### src/rtl/traffic_pkg.sv
// Shared encodings for the intersection phase scheduler: FSM states, lamp codes, road ids.
package traffic_pkg;

   typedef enum logic [1:0] {
      ST_GRN    = 2'd0,
      ST_YEL    = 2'd1,
      ST_ALLRED = 2'd2,
      ST_WALK   = 2'd3
   } state_t;

   // Lamp codes are {R,Y,G}
   localparam logic [2:0] LT_RED = 3'b100;
   localparam logic [2:0] LT_YEL = 3'b010;
   localparam logic [2:0] LT_GRN = 3'b001;

   localparam logic ROAD_A = 1'b0;
   localparam logic ROAD_B = 1'b1;

endpackage

### src/rtl/tick_gen.sv
// Divides the system clock into a one-cycle enable pulse every TICK_DIV cycles.
// The pulse is combinational from the counter; first pulse lands TICK_DIV cycles after reset.
module tick_gen #(
   parameter int unsigned TICK_DIV = 50_000_000
) (
   input  logic clk,
   input  logic rst,
   output logic tick
);

   localparam int unsigned W = (TICK_DIV > 1) ? $clog2(TICK_DIV) : 1;
   localparam logic [W-1:0] LAST = W'(TICK_DIV - 1);

   logic [W-1:0] cnt;

   assign tick = (cnt == LAST);

   always_ff @(posedge clk or posedge rst) begin
      if (rst)
         cnt <= '0;
      else if (tick)
         cnt <= '0;
      else
         cnt <= cnt + W'(1);
   end

endmodule

### src/rtl/traffic_phase_scheduler.sv
// Demand-actuated phase controller: green/yellow/all-red/walk sequencing with green extension.
// A single 6-bit counter serves as the countdown timer in timed phases and as elapsed time in green.
module traffic_phase_scheduler
   import traffic_pkg::*;
#(
   parameter int unsigned TICK_DIV  = 50_000_000,
   parameter int unsigned GREEN_MIN = 10,
   parameter int unsigned GREEN_MAX = 25,
   parameter int unsigned YELLOW_T  = 5,
   parameter int unsigned ALLRED_T  = 2,
   parameter int unsigned WALK_T    = 8
) (
   input  logic       CLK50MHz,
   input  logic       RST,
   input  logic       req_a,
   input  logic       req_b,
   input  logic       ped_req,
   output logic [2:0] light_a,
   output logic [2:0] light_b,
   output logic       walk,
   output logic       ped_ack,
   output logic [5:0] remain,
   output logic [2:0] phase
);

   if (GREEN_MIN < 1 || GREEN_MIN > 63 || GREEN_MAX < GREEN_MIN || GREEN_MAX > 63 ||
       YELLOW_T < 1 || YELLOW_T > 63 || ALLRED_T < 1 || ALLRED_T > 63 ||
       WALK_T < 1 || WALK_T > 63) begin : g_bad_param
      $error("traffic_phase_scheduler: phase durations must lie in 1..63 with GREEN_MIN <= GREEN_MAX");
   end

   localparam logic [5:0] GMIN6   = 6'(GREEN_MIN);
   localparam logic [5:0] GMAX6   = 6'(GREEN_MAX);
   localparam logic [6:0] GMIN7   = 7'(GREEN_MIN);
   localparam logic [6:0] GMAX7   = 7'(GREEN_MAX);
   localparam logic [5:0] YEL6    = 6'(YELLOW_T);
   localparam logic [5:0] ALLRED6 = 6'(ALLRED_T);
   localparam logic [5:0] WALK6   = 6'(WALK_T);

   logic tick;

   tick_gen #(.TICK_DIV(TICK_DIV)) u_tick_gen (
      .clk  (CLK50MHz),
      .rst  (RST),
      .tick (tick)
   );

   state_t     state, state_n;
   logic       owner, owner_n;
   logic       next_road, next_road_n;
   logic [5:0] cnt, cnt_n;
   logic       dem_a, dem_a_n, dem_b, dem_b_n;
   logic       ped_pend, ped_pend_n, ped_q;
   logic       ack, ack_n;

   logic       ped_rise, eff_a, eff_b, eff_ped, own_dem, opp_dem;
   logic [6:0] e_inc;

   always_ff @(posedge CLK50MHz or posedge RST) begin
      if (RST) begin
         state     <= ST_ALLRED;
         owner     <= ROAD_A;
         next_road <= ROAD_A;
         cnt       <= ALLRED6;
         dem_a     <= 1'b0;
         dem_b     <= 1'b0;
         ped_pend  <= 1'b0;
         ped_q     <= 1'b0;
         ack       <= 1'b0;
      end else begin
         state     <= state_n;
         owner     <= owner_n;
         next_road <= next_road_n;
         cnt       <= cnt_n;
         dem_a     <= dem_a_n;
         dem_b     <= dem_b_n;
         ped_pend  <= ped_pend_n;
         ped_q     <= ped_req;
         ack       <= ack_n;
      end
   end

   // Live inputs are OR-ed with the latches so a request on the deciding tick still counts
   always_comb begin
      ped_rise    = ped_req & ~ped_q;
      eff_a       = dem_a | req_a;
      eff_b       = dem_b | req_b;
      eff_ped     = ped_pend | ped_rise;
      own_dem     = (owner == ROAD_B) ? eff_b : eff_a;
      opp_dem     = (owner == ROAD_B) ? eff_a : eff_b;
      e_inc       = {1'b0, cnt} + 7'd1;

      state_n     = state;
      owner_n     = owner;
      next_road_n = next_road;
      cnt_n       = cnt;
      dem_a_n     = eff_a;
      dem_b_n     = eff_b;
      ped_pend_n  = eff_ped;
      ack_n       = 1'b0;

      if (tick) begin
         case (state)
            ST_GRN: begin
               if (e_inc >= GMIN7 && (opp_dem || eff_ped) && (!own_dem || e_inc >= GMAX7)) begin
                  state_n     = ST_YEL;
                  cnt_n       = YEL6;
                  next_road_n = ~next_road;
               end else begin
                  cnt_n = (e_inc >= GMAX7) ? GMAX6 : e_inc[5:0];
               end
            end
            ST_YEL: begin
               if (cnt <= 6'd1) begin
                  state_n = ST_ALLRED;
                  cnt_n   = ALLRED6;
               end else begin
                  cnt_n = cnt - 6'd1;
               end
            end
            ST_ALLRED, ST_WALK: begin
               if (cnt > 6'd1) begin
                  cnt_n = cnt - 6'd1;
               end else if (state == ST_ALLRED && eff_ped) begin
                  state_n    = ST_WALK;
                  cnt_n      = WALK6;
                  ped_pend_n = 1'b0;
                  ack_n      = 1'b1;
               end else begin
                  state_n = ST_GRN;
                  owner_n = next_road;
                  cnt_n   = 6'd0;
                  if (next_road == ROAD_A)
                     dem_a_n = 1'b0;
                  else
                     dem_b_n = 1'b0;
               end
            end
            default: begin
               state_n = ST_ALLRED;
               cnt_n   = ALLRED6;
            end
         endcase
      end
   end

   logic [2:0] own_light;

   always_comb begin
      case (state)
         ST_GRN:  own_light = LT_GRN;
         ST_YEL:  own_light = LT_YEL;
         default: own_light = LT_RED;
      endcase
      light_a = (owner == ROAD_A) ? own_light : LT_RED;
      light_b = (owner == ROAD_B) ? own_light : LT_RED;
      walk    = (state == ST_WALK);
      ped_ack = ack;
      if (state == ST_GRN)
         remain = (cnt < GMIN6) ? (GMIN6 - cnt) : 6'd0;
      else
         remain = cnt;
      phase   = {owner, state};
   end

endmodule
### config.mk
export PLATFORM = sky130hd
export DESIGN_NAME = traffic_phase_scheduler
export DESIGN_NICKNAME = d
export VERILOG_FILES = /design/src/rtl/traffic_pkg.sv /design/src/rtl/tick_gen.sv /design/src/rtl/traffic_phase_scheduler.sv
export SDC_FILE = /design/constraint.sdc
export NUM_CORES = 1
export LEC_CHECK = 0
export CAP_MARGIN = 20
export CORE_MARGIN = 1
export CORE_UTILIZATION = 30
export DETAILED_ROUTE_END_ITERATION = 8
export DONT_BUFFER_PORTS = 1
export PLACE_DENSITY = 0.54
export SLEW_MARGIN = 40
export SYNTH_ARGS = -nofsm -noshare
export SYNTH_HDL_FRONTEND = slang
export SYNTH_SLANG_ARGS = --single-unit
### constraint.sdc
create_clock -name CLK50MHz -period 6.7 [get_ports CLK50MHz]
set_clock_uncertainty 0.05 [all_clocks]
set_input_delay 1.34 -clock CLK50MHz [delete_from_list [all_inputs] [get_ports CLK50MHz]]
set_output_delay 1.34 -clock CLK50MHz [all_outputs]
set_load 0.02 [all_outputs]
==> impl_results.md <==
* Tmin final at 3828 ps
* Avg Cell Area, Syn at approximately 8.9 um^2
* FFs w/ async S/R, synth at between 90% and 100%
* Hold Path Class: reg2reg
* Vias at roughly 2100
* Vias/cell at 5.323
* Initial antenna violation count at 0
* Final hold viol count at 0
* Yosys warns at 0
* CTS tree: built
* Worst slew margin at 52.72%
* Final number of setup-violating endpoints at 0
* Post-CTS Resized at 0
* Leak at 1.195 nW
* Req. time, crit path at around 5300 ps
* First-pass GRT wire length at between 9000 and 10000 um
* Top_reg_cell synth: dfrtp_1
* Switching part of the total at between 10% and 20%
* Grt total ovfl at 0
* Seq/Total Area, Yosys at 38.94%
* Setup tns final at 0 ps
* Netlist cell types at 61
* Number of port buffers at 0
* Comb pwr share at ~1.2%
* CP Capture Type: output pin
* Total nets after synthesis at 308
* WP data arrival at 2440 ps
* Place WS at 3178 ps
* Crit Path Max Fanout at 16
* Die area at about 0.0092 mm^2
* Die Height at 95.83 um
* Switching power at roughly 86 uW
* Power Internal at 369.6 uW
* Vias in the first global route at 2028
* Flops & latches, synth at 41
* Worst-skew pair later-pin latency at 290 ps
* Commonest non-fill, non-tap cell in the layout: nor2_1
* Post-DRT Antenna Nets at 0
* Outcome: finished clean
* Root buffer cell: clkbuf_8
* CP Launch Type: register
* P&R area growth vs syn at 6.585%
* Nets at 301
* Mapped cell area at 0.002641 mm^2
* Gpl congestion at 0.8087
* Reg power frac at 54.4%
* Critical path class: reg2out
* Max VDD drop at 0.00008200 V
* Row count at 33
* Post-synth EDFFs at 0
* Overall global routing resource usage at 12.99%
* Initial Util at between 30% and 40%
* Drt first pass iters at 4
* H-Tree Level Count at 2
* Post-CTS Setup Bufs at 0
* Largest net degree at the start of global routing at 42
* Wire length per cell at approximately 14 um
* Die X at roughly 96 um
* DR iter-0 viols at 94
* Slew @ Worst Pin at 703.2 ps
* Max Clock Freq at 261.2 MHz
* Pwr per Cell Area at approximately 160 mW/mm^2
* Detailed Route WL at ~5600 um
* Most frequent cells in the layout: nor2_1 (41), dfrtp_1 (39), nand2_1 (21)
* Max Cap Viol at 0
* Num CTS Buffers at 5
* Unrepaired setup endpoints after global routing: false
* Final WS setup at 2872 ps
* Clock tree buffer depth at 2
* Ports at 22
* Hpwl dp at 3980 um
* Mapped Cells at 297
* Final critical-path share of the clock period at 57.13%
* Worst-path clk slew at 70 ps
* Total core area at 0.008382 mm^2
* Clock sinks at 41
* Ant diodes at 0
* DRC viols at 0
* Clk pwr share at 44.5%
* Final Max Slew Viols at 0
* Layout cells sized above 1 at about 9.6%
* CTS Hold Bufs at 0
-- flip-flops by register name, indices dropped and copies added, names as in the netlist --
name	count
u_tick_gen.cnt	26
cnt	6
state	2
dem_a	1
dem_b	1
next_road	1
owner	1
ped_ack	1
ped_pend	1
ped_q	1
-- metrics by stage --
step                      area (um^2)  utilization [%]  hold slack [ps]  power (mW)  std cells
after global placement           2691            32.11            431.4      0.2582        388
after floorplan                  2641                -            410.4      0.2563        297
after detailed placement         2699            32.20            442.9      0.2583        388
final                            2815            33.59            451.4      0.4553        396
after CTS                        2815            33.59            456.5      0.4647        396
after global routing             2815            33.59            470.6      0.4755        396
-- worst paths after layout --
path,from,to,slack [ps],depth (start not counted)
worst max-delay path,cnt[0]$_DFFE_PP0N_,remain[1],2870,4
worst min-delay path,u_tick_gen.cnt[4]$_DFF_PP0_,u_tick_gen.cnt[4]$_DFF_PP0_,450,1
worst max register to register,cnt[0]$_DFFE_PP0N_,cnt[3]$_DFFE_PP0N_,3850,8
min in group asynchronous,RST,ped_q$_DFF_PP0_,1010,2
worst min register to register,u_tick_gen.cnt[4]$_DFF_PP0_,u_tick_gen.cnt[4]$_DFF_PP0_,450,1
max in group asynchronous,RST,cnt[1]$_DFFE_PP1N_,5220,2
-- layout make-up --
class,instances,area (um^2)
inverter,10,37.54
clock buffer,7,86.33
sequential,41,1028
fill,880,5567
multi-input combinational,229,1479
timing repair buffer,3,22.52
clock inverter,1,30.03
tap,105,131.4
-- worst max-delay path: stages (launching register included) --
cell and delay (ps):
dfrtp_1 570, ha_1 470, o31ai_1 350, nand2_1 160, o31ai_1 610
-- synthesized netlist by cell type (3+ instances only) --
master | n | share of area, %
a21oi_1 | 17 | 3.2
and2_1 | 3 | 0.71
and3_1 | 7 | 1.7
and4_1 | 5 | 1.7
buf_2 | 8 | 1.5
buf_6 | 3 | 1.3
clkbuf_1 | 4 | 0.57
dfrtp_1 | 39 | 37
ha_1 | 6 | 2.8
inv_1 | 10 | 1.4
nand2_1 | 21 | 3.0
nand3_1 | 20 | 3.8
nand3b_1 | 3 | 0.85
nand4_1 | 7 | 1.7
nor2_1 | 41 | 5.8
nor3_1 | 8 | 1.5
nor3b_1 | 3 | 0.85
o21ai_0 | 9 | 1.7
o21ai_1 | 3 | 0.57
o31ai_1 | 3 | 0.85
xnor2_1 | 11 | 3.6
xor2_1 | 15 | 5.0
-- kinds of logic (layout without fill, tap and decap cells) --
group	after synthesis	in the layout	synth area share (%)
AOI/OAI and AO/OA	58	58	15.82
xor gates and xnor gates	26	26	8.622
adders and majority gates	6	6	2.842
buffers and inverters	27	21	5.353
DFF	41	41	38.94
muxes	4	4	1.611
and+or+nand+nor	135	135	26.81
-- layer usage --
layer	part of all wire, %	global-route usage, %	up-vias
met5	0	0	-
met4	1.4	4.726	0
met3	3.3	3.002	11
met2	46	20.83	44
met1	49	17.06	1015
li1	-	-	1038
-- power groups by stage --
| stage | clock network [mW] | registers, mW | logic (mW) |
|---|---|---|---|
| 6_report | 0.202 | 0.248 | 0.00525 |
| 5_1_grt | 0.221 | 0.248 | 0.00644 |
| 4_1_cts | 0.211 | 0.248 | 0.00576 |
| 3_5_place_dp | 0 | 0.253 | 0.00578 |
| 3_3_place_gp | 0 | 0.253 | 0.00572 |
| 2_1_floorplan | 0 | 0.253 | 0.00374 |
(Power assumes the default switching activity.)
